`src/rtl/traffic_ctrl.sv`:
```
// rtl/traffic_ctrl.sv - two-road intersection lamp controller with night blink mode; optional pedestrian request via PED_REQ_EN
module traffic_ctrl #(
    parameter int T_GREEN  = 20,
    parameter int T_YELLOW = 2,
    parameter int T_LEFT   = 10,
    parameter int T_WALK   = 14,
    parameter int T_BLINK  = 4,
    parameter int CNT_W    = 7
) (
    input  logic       clk,
    input  logic       rst,
    input  logic       night_mode,
`ifdef PED_REQ_EN
    input  logic       ped_req,
`endif
    output logic [2:0] h_car_traffic,
    output logic [2:0] h_walker_traffic,
    output logic [2:0] v_car_traffic,
    output logic [2:0] v_walker_traffic,
    output logic [3:0] phase
);

    // Lamp codes shared by car and walker heads
    localparam logic [2:0] L_RED     = 3'b000;
    localparam logic [2:0] L_GREEN   = 3'b001;
    localparam logic [2:0] L_YELLOW  = 3'b010;
    localparam logic [2:0] L_LEFT    = 3'b011;
    localparam logic [2:0] L_TWINKLE = 3'b100;

    // Timer reload values: each state lasts exactly its duration
    localparam logic [CNT_W-1:0] L_LD_GREEN  = CNT_W'(T_GREEN - 1);
    localparam logic [CNT_W-1:0] L_LD_YELLOW = CNT_W'(T_YELLOW - 1);
    localparam logic [CNT_W-1:0] L_LD_LEFT   = CNT_W'(T_LEFT - 1);
    localparam logic [CNT_W-1:0] L_LD_BLINK  = CNT_W'(T_BLINK - 1);
    localparam logic [CNT_W-1:0] L_ONE       = CNT_W'(1);
    // Walker stays solid green while timer is at or above this threshold
    localparam logic [CNT_W-1:0] L_WALK_TH   = CNT_W'(T_GREEN - T_WALK);

    typedef enum logic [3:0] {
        S_H_GREEN = 4'd0,
        S_H_YEL1  = 4'd1,
        S_H_LEFT  = 4'd2,
        S_H_YEL2  = 4'd3,
        S_V_GREEN = 4'd4,
        S_V_YEL1  = 4'd5,
        S_V_LEFT  = 4'd6,
        S_V_YEL2  = 4'd7,
        S_NIGHT   = 4'd8
    } state_t;

    state_t           r_state;
    logic [CNT_W-1:0] r_timer;
    logic             r_blink;

    logic             w_timer_zero;
    logic             w_walk_solid;
    logic             w_serve_h;
    logic             w_serve_v;

    assign w_timer_zero = (r_timer == '0);
    assign w_walk_solid = (r_timer >= L_WALK_TH);

    // Phase sequencer: state, phase timer and night blink toggle
    always_ff @(posedge clk or posedge rst) begin
        if (rst) begin
            r_state <= S_H_GREEN;
            r_timer <= L_LD_GREEN;
            r_blink <= 1'b0;
        end else begin
            r_timer <= r_timer - L_ONE;
            case (r_state)
                S_H_GREEN: begin
                    if (w_timer_zero) begin
                        r_state <= S_H_YEL1;
                        r_timer <= L_LD_YELLOW;
                    end
                end
                S_H_YEL1: begin
                    if (w_timer_zero) begin
                        r_state <= S_H_LEFT;
                        r_timer <= L_LD_LEFT;
                    end
                end
                S_H_LEFT: begin
                    if (w_timer_zero) begin
                        r_state <= S_H_YEL2;
                        r_timer <= L_LD_YELLOW;
                    end
                end
                S_H_YEL2: begin
                    if (w_timer_zero) begin
                        if (night_mode) begin
                            r_state <= S_NIGHT;
                            r_timer <= L_LD_BLINK;
                            r_blink <= 1'b1;
                        end else begin
                            r_state <= S_V_GREEN;
                            r_timer <= L_LD_GREEN;
                        end
                    end
                end
                S_V_GREEN: begin
                    if (w_timer_zero) begin
                        r_state <= S_V_YEL1;
                        r_timer <= L_LD_YELLOW;
                    end
                end
                S_V_YEL1: begin
                    if (w_timer_zero) begin
                        r_state <= S_V_LEFT;
                        r_timer <= L_LD_LEFT;
                    end
                end
                S_V_LEFT: begin
                    if (w_timer_zero) begin
                        r_state <= S_V_YEL2;
                        r_timer <= L_LD_YELLOW;
                    end
                end
                S_V_YEL2: begin
                    if (w_timer_zero) begin
                        if (night_mode) begin
                            r_state <= S_NIGHT;
                            r_timer <= L_LD_BLINK;
                            r_blink <= 1'b1;
                        end else begin
                            r_state <= S_H_GREEN;
                            r_timer <= L_LD_GREEN;
                        end
                    end
                end
                S_NIGHT: begin
                    // Leaving night wins over a coincident blink toggle
                    if (!night_mode) begin
                        r_state <= S_H_GREEN;
                        r_timer <= L_LD_GREEN;
                        r_blink <= 1'b0;
                    end else if (w_timer_zero) begin
                        r_timer <= L_LD_BLINK;
                        r_blink <= ~r_blink;
                    end
                end
                default: begin
                    r_state <= S_H_GREEN;
                    r_timer <= L_LD_GREEN;
                    r_blink <= 1'b0;
                end
            endcase
        end
    end

`ifdef PED_REQ_EN
    logic r_flag_h;
    logic r_flag_v;
    logic r_serve_h;
    logic r_serve_v;
    logic w_enter_h_green;
    logic w_enter_v_green;

    // H_GREEN serves the vertical walker, V_GREEN the horizontal one
    assign w_enter_v_green = (r_state == S_H_YEL2) && w_timer_zero && !night_mode;
    assign w_enter_h_green = ((r_state == S_V_YEL2) && w_timer_zero && !night_mode) ||
                             ((r_state == S_NIGHT) && !night_mode) ||
                             (r_state > S_NIGHT);

    // Request latches; the serve bit is frozen at green entry for that phase
    always_ff @(posedge clk or posedge rst) begin
        if (rst) begin
            r_flag_h  <= 1'b0;
            r_flag_v  <= 1'b0;
            r_serve_h <= 1'b0;
            r_serve_v <= 1'b0;
        end else begin
            if (w_enter_h_green) begin
                r_serve_v <= r_flag_v | ped_req;
                r_flag_v  <= 1'b0;
            end else if (ped_req) begin
                r_flag_v  <= 1'b1;
            end
            if (w_enter_v_green) begin
                r_serve_h <= r_flag_h | ped_req;
                r_flag_h  <= 1'b0;
            end else if (ped_req) begin
                r_flag_h  <= 1'b1;
            end
        end
    end

    assign w_serve_h = r_serve_h;
    assign w_serve_v = r_serve_v;
`else
    assign w_serve_h = 1'b1;
    assign w_serve_v = 1'b1;
`endif

    // Moore lamp decode from state, timer and blink registers only
    always_comb begin
        h_car_traffic    = L_RED;
        h_walker_traffic = L_RED;
        v_car_traffic    = L_RED;
        v_walker_traffic = L_RED;
        case (r_state)
            S_H_GREEN: begin
                h_car_traffic = L_GREEN;
                if (w_serve_v) begin
                    v_walker_traffic = w_walk_solid ? L_GREEN : L_TWINKLE;
                end
            end
            S_H_YEL1: h_car_traffic = L_YELLOW;
            S_H_LEFT: h_car_traffic = L_LEFT;
            S_H_YEL2: h_car_traffic = L_YELLOW;
            S_V_GREEN: begin
                v_car_traffic = L_GREEN;
                if (w_serve_h) begin
                    h_walker_traffic = w_walk_solid ? L_GREEN : L_TWINKLE;
                end
            end
            S_V_YEL1: v_car_traffic = L_YELLOW;
            S_V_LEFT: v_car_traffic = L_LEFT;
            S_V_YEL2: v_car_traffic = L_YELLOW;
            S_NIGHT: begin
                h_car_traffic = r_blink ? L_YELLOW : L_RED;
                v_car_traffic = r_blink ? L_YELLOW : L_RED;
            end
            default: begin
                h_car_traffic = L_RED;
                v_car_traffic = L_RED;
            end
        endcase
    end

    assign phase = r_state;

endmodule

```
`config.mk`:
```
export PLATFORM = sky130hd
export DESIGN_NAME = traffic_ctrl
export DESIGN_NICKNAME = d
export VERILOG_FILES = /design/src/rtl/traffic_ctrl.sv
export SDC_FILE = /design/constraint.sdc
export NUM_CORES = 1
export LEC_CHECK = 0
export ABC_AREA = 1
export CORE_UTILIZATION = 45
export DETAILED_ROUTE_END_ITERATION = 12
export PLACE_DENSITY = 0.75
export RECOVER_POWER = 25
export SETUP_SLACK_MARGIN = 0.2
export SLEW_MARGIN = 15
export SYNTH_ARGS = -nofsm -noshare
export SYNTH_HDL_FRONTEND = slang
export SYNTH_SLANG_ARGS = --single-unit
```
`constraint.sdc`:
```
create_clock -name clk -period 1.3 [get_ports clk]
set_input_delay 0.26 -clock clk [delete_from_list [all_inputs] [get_ports clk]]
set_output_delay 0.26 -clock clk [all_outputs]
set_load 0.01 [all_outputs]
```
==> run summary, run 1 <==
WP data required: 1.04 ns
Post-DP HPWL: 1.71 mm
Register area share after synthesis: 33.6%
Synth unique cells: 26
Layout cells sized above 1: 57.9%
Crit path kind: flip-flop to output port
Vias: 1,152
Power share of the clock group: 40.0%
Worst reg2reg path startpoint: r_timer[1]$_DFF_PP1_
Slowest-stage cell, CP: dfstp_2
Root Buffer: clkbuf_4
H-tree lvl count: 1
Final Setup Violations: 23
Syn Inst Count: 124
Crit share post-route: 144%
Relative slew slack: 54.4%
Skew final: 0.00489 ns
Most frequent cells in the layout: nand2_1, buf_6, buf_4
Tightest Pin Transition: 0.683 ns
ANT nets after route: 0
Hold Violations, Final: 0
Vias in the first global route: 1,044
Worst Hold Class: flip-flop to flip-flop
Dpl cell area: 1360 um2
Largest net degree at the start of global routing: 13
Post-synth top area share: 24.9%
Pwr/cell area: 391 nW/um2
DR DRC count: 0
Synthesized area: 905 um2
Seq cells post-synth: 12
WP data arrival: 1.61 ns
Io pins: 19
Initial antenna violation count: 0
Hold buffers post-CTS: 0
Vias/cell: 5.54
Compound-Gate Fraction of Synth Area: 11.3%
Final Cell Area: 1700 um2
Critical Path Start: r_timer[0]$_DFF_PP1_
Layout area overhead: 88.1%
Final WL: 3.70 mm
Die W: 46.8 um
Maxcap violations: 0
Worst Path Max Fanout: 3
Slew Limit Fails: 0
Setup slack at placement: -0.622 ns
Hold Crit Start: r_timer[0]$_DFF_PP1_
Final net count: 190
Flop-to-flop setup slack: -0.36 ns
Largest area contributor in the netlist: dfrtp_1
# port buffers: 14
Net Sw Frac: 24.7%
FMAX: 535 MHz
Post-synthesis mux area share: 0%
Clock buffer depth: 2
Total CTS buffers: 3
Global-route wire length before repair: 4.31 mm
Adder-cell share of the synthesized area: 4.15%
Final WS setup: -0.568 ns
CP peak stage delay: 0.55 ns
Sinks on Clock Net: 12
Ant diodes: 0
Yosys warns: 0
Setup crit start kind: flip-flop
Failing checks: setup timing
Main combinational cell family by area after synthesis: simple AND/OR/NAND/NOR gates
Cell depth of the worst flop-to-flop path: 11
Register share of total power: 56.2%
End-of-flow core utilization: 94.4%
Unrepaired setup endpoints after global routing: yes
Latest clock arrival within the worst-skew pair: 0.29 ns
FP Rows: 15
RePlAce Congestion: 0.829
Post-Synth XOR/XNOR Area: 1.94%
Initial core utilization: 50.2%
Final Power: 0.000665 W
Avg Inst Size Synth: 7.30 um2
Top cells by area, synth: dfrtp_1, nand2_1, dfstp_2
Drt initial violations: 37
CTS tree: yes
Clk slew on worst S/H paths: 0.08 ns
GR Overflow Total: 0
Commonest non-fill, non-tap cell in the layout: nand2_1
Placeable Area: 1800 um2
Sw Pwr: 0.000164 W
P_int: 0.000500 W
Hold depth: 1
Pleak: 0.829 nW
Drt wl/cell: 17.8 um
CP endpoint kind: output port
CP Cell Sequence: inv_2 > ha_4 > o21ai_4 > nand3_4 > inv_4 > nor2_2 > buf_2
GRT Overall Usage: 28.7%
Vert. Die Dim: 46.8 um
TritonRoute pass-1 iters: 4
Gate power share: 3.8%
Area share of and/or/nand/nor cells after synthesis: 35.4%
Die area: 2190 um2
Minimum clock period: 1.87 ns
Status: complete, but fails checks
Setup TNS: -6.56 ns
Max VDD drop: 680 uV
## registers in the layout, summed over array words and instances, names as in the netlist
signal and count:
r_timer 7, r_blink 1, phase 4
## synthesized netlist by cell type
master / count
inv_6: 1
xor2_1: 2
nor2_4: 2
a21oi_4: 1
inv_1: 16
clkinv_2: 1
inv_2: 1
nor2_1: 13
o21ai_0: 8
dfstp_2: 3
conb_1: 1
a21boi_2: 1
nand4_1: 3
a21oi_2: 2
o31ai_1: 1
nand2_1: 35
a21oi_1: 2
nand3_4: 1
dfrtp_1: 9
buf_4: 4
buf_6: 1
ha_1: 3
nor2_8: 1
nor3_1: 2
nand3_1: 9
nor2_2: 1
## per-layer routing
layer	up-vias	share of wire [%]	track usage, %
met1	552	36	26.9
met4	0	6.2	11.4
li1	511	-	-
met2	62	53	58.1
met3	27	5.6	6.92
met5	-	0	0
## per-stage QoR
stage | hold slack (ns) | std cells
final | 0.477 | 208
after global routing | 0.491 | 208
after CTS | 0.258 | 205
after detailed placement | 0.445 | 190
after global placement | 0.446 | 190
after floorplan | 0.122 | 127
## repair_timing
item                       in CTS  in global routing
pin swaps                      10                 17
gates cloned                    0                  0
buffers inserted               11                  3
resized for setup              84                 21
hold endpoints to repair        0                  0
setup endpoints to repair      24                 24
## final cells by class
type | count | area (um2)
Multi-Input combinational cell | 91 | 694
Timing Repair Buffer | 57 | 549
Sequential cell | 12 | 308
Fill cell | 62 | 100
Inverter | 19 | 92.6
Tap cell | 25 | 31.3
Clock buffer | 4 | 26.3
## kinds of logic (layout without fill, tap and decap cells)
group                      after synthesis  in the layout
and+or+nand+nor                         67             67
buffers and inverters                   24             80
AOI/OAI and AO/OA                       15             15
DFF                                     12             12
adders and majority gates                3              3
xor gates and xnor gates                 2              2
other                                    1              4
## path summary, 6_finish.rpt
| kind | to |
|---|---|
| worst min register to register | r_timer[0]$_DFF_PP1_ |
| worst min-delay path | r_timer[0]$_DFF_PP1_ |
| min in group asynchronous | r_timer[5]$_DFF_PP0_ |
| worst max register to register | r_timer[3]$_DFF_PP0_ |
| worst max-delay path | h_walker_traffic[0] |
| max in group asynchronous | phase[0]$_DFFE_PP0P_ |
## worst max-delay path, delay by kind of cell (launching register included)
family,cells,cell delay [ns]
flops,1,0.55
fa+ha+maj,1,0.15
simple gates,2,0.18
buf+inv,3,0.28
compound gates,1,0.15
## power groups by stage
stage               registers (W)  clock network [W]   logic, W
CTS                      0.000373           0.000262  0.0000265
detailed placement       0.000380                  0  0.0000266
floorplan                0.000380                  0  0.0000207
global placement         0.000380                  0  0.0000261
global route             0.000373           0.000295  0.0000293
finish                   0.000373           0.000266  0.0000253
No activity file was read; power rests on OpenSTA's default activity.
==> run 2: changes to the inputs <==
--- a/config.mk
+++ b/config.mk
@@ -8,4 +8,5 @@
 export ABC_AREA = 1
 export CORE_UTILIZATION = 45
+export CTS_CLUSTER_SIZE = 20
 export DETAILED_ROUTE_END_ITERATION = 12
 export PLACE_DENSITY = 0.75
==> constraint.sdc (replaced) <==
create_clock -name clk -period 1.3 [get_ports clk]
set_input_delay 0.26 -clock clk [delete_from_list [all_inputs] [get_ports clk]]
set_output_delay 0.26 -clock clk [all_outputs]
set_load 0.02 [all_outputs]
==> run 2 against run 1 <==
Net effect:
- routed wire length is 18% lower
- via count is 12% lower
- clock skew is 0.0012 ns lower
- the run still ends with setup timing left
==> run summary, run 2 (synthesis gave the netlist of run 1 again) <==
Status: complete, but fails checks
Failing checks: setup timing
Buf/Inv on CP: 3 (unchanged)
GR Overflow Total: 0 (unchanged)
FP Rows: 15 (unchanged)
Drt wl/cell: 15.2 um (-14%)
Worst Hold Class: input pin to asynchronous set/reset pin
Drt initial violations: 24 (-35%)
Net Sw Frac: 24.1% (-0.54 points)
Slew Limit Fails: 0 (unchanged)
End-of-flow core utilization: 89.4% (-5.0 points)
Max VDD drop: 677 uV (-0.51%)
Die W: 46.8 um (unchanged)
Setup TNS: -5.72 ns (+0.836 ns)
Commonest non-fill, non-tap cell in the layout: nand2_1
Largest net degree at the start of global routing: 13 (unchanged)
Layout cells sized above 1: 56.3% (-1.6 points)
Root Buffer: clkbuf_4
Layout area overhead: 78.1%
Gate power share: 4.3% (+0.5 points)
CP peak stage delay: 0.55 ns (about the same)
Initial core utilization: 50.2% (unchanged)
Final net count: 181 (-4.7%)
WP data required: 1.04 ns (about the same)
Power share of the clock group: 38.9% (-1.1 points)
CP top delay family: flip-flops
CTS tree: yes
Unrepaired setup endpoints after global routing: yes
Post-DP HPWL: 1.73 mm (+0.99%)
Global-route wire length before repair: 4.16 mm (-3.4%)
Crit path kind: flip-flop to output port
Relative slew slack: 55.2% (+0.77 points)
Maxcap violations: 0 (unchanged)
Top reg by flops: r_timer
Total CTS buffers: 3 (unchanged)
Io pins: 19 (unchanged)
Sw Pwr: 0.000159 W (-3.3%)
Initial antenna violation count: 0 (unchanged)
Minimum clock period: 1.85 ns (-0.0200 ns)
# port buffers: 14 (unchanged)
Vert. Die Dim: 46.8 um (unchanged)
H-tree lvl count: 1 (unchanged)
Slowest-stage cell, CP: dfstp_2
Final WS setup: -0.548 ns (+0.0200 ns)
CP Cell Sequence: inv_2 > ha_4 > o21ai_4 > nand3_4 > inv_4 > nor2_2 > buf_6
GRT Overall Usage: 27.8% (-0.91 points)
Pwr/cell area: 408 nW/um2 (+4.4%)
Placeable Area: 1800 um2 (unchanged)
Sinks on Clock Net: 12 (unchanged)
Register share of total power: 56.8% (+0.6 points)
Worst Path Max Fanout: 3 (unchanged)
Pleak: 0.765 nW (-7.7%)
WHS: 0.583 ns (+0.106 ns)
Vias: 1,014 (-12%)
Max reg flops: 7 (unchanged)
CP endpoint kind: output port
Tightest Pin Transition: 0.672 ns (-0.0115 ns)
Vias/cell: 5.10 (-8.0%)
DR DRC count: 0 (unchanged)
Hold buffers post-CTS: 0 (unchanged)
Vias in the first global route: 999 (-4.3%)
P_int: 0.000498 W (-0.45%)
Setup crit start kind: flip-flop
Final Setup Violations: 21 (-8.7%)
FMAX: 541 MHz (+1.1%)
Hold Violations, Final: 0 (unchanged)
Die area: 2190 um2 (unchanged)
Final WL: 3.03 mm (-18%)
Crit share post-route: 142% (-1.5 points)
WP data arrival: 1.59 ns (-0.02 ns)
ANT nets after route: 0 (unchanged)
TritonRoute pass-1 iters: 4 (unchanged)
Clk slew on worst S/H paths: 0.08 ns (about the same)
Latest clock arrival within the worst-skew pair: 0.28 ns (about the same)
Clock buffer depth: 2 (unchanged)
RePlAce Congestion: 0.855 (+3.1%)
Skew final: 0.00366 ns (-0.00123 ns)
Most frequent cells in the layout: nand2_1, buf_6, buf_4
Ant diodes: 0 (unchanged)
[run 2: worst register-to-register path, stage by stage, from the launching register on]
cell and delay [ns]:
dfstp_2 0.55, inv_2 0.05, buf_6 0.11, buf_6 0.12, ha_4 0.17, nand3_4 0.08, nor2_4 0.07, a21oi_4 0.16
inv_2 0.09, a21oi_2 0.14
[run 2: metal layers]
layer / global-route usage (%) / vias up / part of all wire [%]
met5: 0 / - / 0
met4: 11.4 / 0 / 2.4
met3: 4.23 / 8 / 4.8
met2: 56.7 / 41 / 56
met1: 27.0 / 480 / 36
li1: - / 485 / -
[run 2: layout make-up]
class,count,area (um2)
Multi-Input combinational cell,91,697
Timing Repair Buffer,48,457
Sequential cell,12,309
Fill cell,82,190
Inverter,19,91.3
Tap cell,25,31.3
Clock buffer,4,26.3
[run 2: power groups by stage]
stage                     Sequential (W)  Combinational (W)  Clock (W)
after floorplan                 0.000380          0.0000260          0
after global placement          0.000380          0.0000292          0
after detailed placement        0.000380          0.0000297          0
after CTS                       0.000373          0.0000300   0.000254
after global routing            0.000373          0.0000312   0.000271
final                           0.000373          0.0000281   0.000255
[run 2: metrics by stage]
stage          power, W  instances  area, um2  setup WS (ns)
2_1_floorplan  0.000406        127       1030         -0.131
3_3_place_gp   0.000410        184       1330         -0.662
3_5_place_dp   0.000410        184       1330         -0.696
4_1_cts        0.000657        196       1530         -0.558
5_1_grt        0.000676        199       1610         -0.574
6_report       0.000657        199       1610         -0.548
[run 2: what timing repair did]
| action | CTS | global route |
|---|---|---|
| hold endpoints to repair | 0 | 0 |
| setup endpoints to repair | 24 | 24 |
| pin swaps | 16 | 5 |
| resized for setup | 97 | 13 |
| setup buffers | 8 | 3 |
[run 2: worst paths after layout]
path	to	cells after the start	slack, ns	start
setup / recovery	v_walker_traffic[0]	7	-0.55	r_timer[0]$_DFF_PP1_
hold / removal	phase[1]$_DFFE_PP0P_	3	0.58	rst
setup reg to reg	r_timer[2]$_DFF_PP0_	9	-0.31	r_timer[0]$_DFF_PP1_
hold reg to reg	r_timer[0]$_DFF_PP1_	2	0.58	r_timer[0]$_DFF_PP1_
max in group asynchronous	phase[2]$_DFFE_PP0P_	3	0.24	rst
min in group clk	r_timer[0]$_DFF_PP1_	2	0.58	r_timer[0]$_DFF_PP1_
==> run 3: changes to the inputs <==
Settings changed: ABC_AREA 1 to 0, CORE_UTILIZATION 45 to 43, PLACE_DENSITY 0.75 to 0.73.
==> run 3 against run 2 <==
Net effect:
- the flow still finishes with violations (setup timing)
- non-clock buffer count is 11 higher
- final area is 3.9% higher
- critical path depth is 1 lower
- core utilization is 6.5 points higher
- routed wire length is 44% higher
- via count is 6.2% higher
- sequential share of layout area is 0.72 points lower
- critical path type unchanged
- largest power group is now combinational logic
==> run summary, run 3 <==
Status: complete, but fails checks
Failing checks: setup timing
Synthesized area: 815 um2 (-10%)
Hold buffers post-CTS: 0 (unchanged)
Flop-to-flop setup slack: -0.56 ns (-0.25 ns)
Hold Violations, Final: 0 (unchanged)
Drt initial violations: 46 (+92%)
Max VDD drop: 2100 uV (+210%)
# port buffers: 14 (unchanged)
Io pins: 19 (unchanged)
Ys async rst share: 100% (unchanged)
Post-Synth XOR/XNOR Area: 6.45% (+4.5 points)
H-tree lvl count: 1 (unchanged)
Count leader, synth: nor2_1
Setup TNS: -10.32 ns (-4.60 ns)
Number of synthesized flops with an enable pin: 0 (unchanged)
Layout cells sized above 1: 71.1% (+15 points)
Worst Path Max Fanout: 2 (-1)
WP data arrival: 1.70 ns (+0.11 ns)
Global-route wire length before repair: 5.05 mm (+21%)
Unrepaired setup endpoints after global routing: yes
Final WS setup: -0.661 ns (-0.112 ns)
Clock buffer depth: 2 (unchanged)
Total CTS buffers: 3 (unchanged)
Maxcap violations: 0 (unchanged)
Placeable Area: 1750 um2 (-3.1%)
Non-Filler Instances: 174 (-13%)
Slew Limit Fails: 0 (unchanged)
Main combinational cell family by area after synthesis: simple AND/OR/NAND/NOR gates
Skew final: 0.0268 ns (+0.0231 ns)
Register area share after synthesis: 37.3% (+3.7 points)
Crit path kind: flip-flop to output port
Minimum clock period: 1.96 ns (+0.112 ns)
WP data required: 1.04 ns (about the same)
TritonRoute pass-1 iters: 4 (unchanged)
GRT Overall Usage: 36.3% (+8.5 points)
Synth cell count leaders: nor2_1, dfrtp_1, nand2_1
Final net count: 156 (-14%)
Worst Hold Class: input pin to asynchronous set/reset pin
Initial core utilization: 46.7% (-3.5 points)
Final WL: 4.37 mm (+44%)
Drt wl/cell: 25.1 um (+65%)
RePlAce Congestion: 0.786 (-8.0%)
Synth unique cells: 35 (+35%)
Top reg by flops: r_timer
Vias in the first global route: 951 (-4.8%)
FMAX: 510 MHz (-5.7%)
FF-to-FF End: r_timer[3]$_DFF_PP0_
Largest area contributor in the netlist: dfrtp_1
Fill cells: 37 (-55%)
Worst reg2reg path startpoint: r_timer[1]$_DFF_PP1_
Syn Inst Count: 92 (-26%)
Commonest non-fill, non-tap cell in the layout: buf_4
Most frequent cells in the layout: buf_4, buf_6, nand2_1, nor2_1, dfrtp_1
CTS tree: yes
Latest clock arrival within the worst-skew pair: 0.33 ns (+0.05 ns)
Vert. Die Dim: 45.5 um (-2.8%)
Post-synthesis mux area share: 5.07% (+5.1 points)
Placed cell count: 154 (-16%)
Top FF cell, synth: dfrtp_1
Pleak: 0.758 nW (-0.94%)
Top cells by area, synth: dfrtp_1, dfstp_2, nor2_1
Area share of and/or/nand/nor cells after synthesis: 27.2% (-8.2 points)
Setup crit start kind: flip-flop
Max reg flops: 7 (unchanged)
Largest net degree at the start of global routing: 13 (unchanged)
Root Buffer: clkbuf_4
Die W: 45.5 um (-2.8%)
Layout area overhead: 106%
Avg Inst Size Synth: 8.85 um2 (+21%)
Yosys warns: 0 (unchanged)
GR Overflow Total: 0 (unchanged)
Sinks on Clock Net: 12 (unchanged)
Post-DP HPWL: 1.73 mm (+0.39%)
Initial antenna violation count: 0 (unchanged)
Crit share post-route: 151% (+8.6 points)
DR DRC count: 0 (unchanged)
Compound-Gate Fraction of Synth Area: 9.98% (-1.4 points)
Pwr/cell area: 2450 nW/um2 (+500%)
Vias: 1,077 (+6.2%)
Ant diodes: 0 (unchanged)
Post-synth top area share: 27.6% (+2.8 points)
CP endpoint kind: output port
Vias/cell: 6.19 (+21%)
Final Setup Violations: 24 (+14%)
Clk slew on worst S/H paths: 0.11 ns (+0.03 ns)
Cell depth of the worst flop-to-flop path: 8 (-1)
ANT nets after route: 0 (unchanged)
Seq cells post-synth: 12 (unchanged)
Die area: 2070 um2 (-5.5%)
FP Rows: 15 (unchanged)
Adder-cell share of the synthesized area: 4.61% (+0.46 points)
run 3: cell count changes after synthesis, sizes merged, moves of 4 or more:
cell	delta
nand2	-26
nand3	-9
nor2	-5
clkbuf	+4
o21ai	-5
inv	-12
run 3: worst max-delay path: stages, from the launching register on:
cell	delay, ns
dfstp_2	0.55
inv_2	0.07
ha_4	0.16
o21ai_4	0.15
nand2_2	0.12
nor4_4	0.17
buf_4	0.18
run 3: cell families (layout without fill, tap and decap cells):
| logic type | after synthesis | in the layout |
|---|---|---|
| adder cells (fa/ha/maj) | 3 | 3 |
| XOR/XNOR | 6 | 6 |
| multiplexers | 4 | 4 |
| other | 1 | 4 |
| flip-flops | 12 | 12 |
| buffers and inverters | 15 | 69 |
| AO/OA/AOI/OAI | 12 | 12 |
| AND/OR/NAND/NOR | 39 | 39 |
run 3: final cells by class:
| class | count | area (um2) | share of cell area (%) |
|---|---|---|---|
| multi-input cells | 68 | 694 | 41.5 |
| flip-flops and latches | 12 | 309 | 18.5 |
| inverters | 6 | 25.0 | 1.49 |
| clock buffers | 4 | 36.3 | 2.17 |
| well taps | 25 | 31.3 | 1.87 |
| repair buffers | 59 | 578 | 34.5 |
run 3: worst max-delay path by stage:
stage / slack [ns] / from / cells past startpoint / endpoint
detailed placement: -0.73 / r_timer[0]$_DFF_PP1_ / 6 / h_walker_traffic[2]
floorplan: -0.26 / r_timer[1]$_DFF_PP1_ / 4 / h_walker_traffic[0]
global placement: -0.71 / r_timer[1]$_DFF_PP1_ / 5 / h_walker_traffic[0]
CTS: -0.58 / r_timer[1]$_DFF_PP1_ / 5 / h_walker_traffic[0]
finish: -0.66 / r_timer[0]$_DFF_PP1_ / 6 / h_walker_traffic[2]
global route: -0.70 / r_timer[0]$_DFF_PP1_ / 6 / h_walker_traffic[2]
run 3: stage by stage:
step | power (W) | setup WS, ns | hold slack [ns] | util (%) | instance area (um2)
6_report | 0.00410 | -0.661 | 0.379 | 95.9 | 1670
5_1_grt | 0.00418 | -0.699 | 0.435 | 95.9 | 1670
4_1_cts | 0.00354 | -0.577 | 0.297 | 90.7 | 1580
3_5_place_dp | 0.00282 | -0.732 | 0.595 | 76.6 | 1340
3_3_place_gp | 0.00274 | -0.707 | 0.584 | 76.6 | 1340
2_1_floorplan | 0.00204 | -0.256 | 0.122 | - | 1060
run 3: timing repair:
| item | in CTS | in global routing |
|---|---|---|
| setup endpoints to repair | 24 | 24 |
| pin swaps | 12 | 9 |
| setup buffers | 8 | 8 |
| resized for setup | 104 | 10 |
run 3: report_power, final:
part	internal, W	switching, W	leakage (nW)
registers	0.000568	0.000206	0.139
logic	0.00149	0.00148	0.597
clock network	0.000172	0.000182	0.0210
run 3: metal layers:
metal | global-route usage, % | wire length, um
met3 | 6.35 | 412
met2 | 63.4 | 2140
met5 | 0 | 0
met1 | 43.0 | 1500
met4 | 15.8 | 307
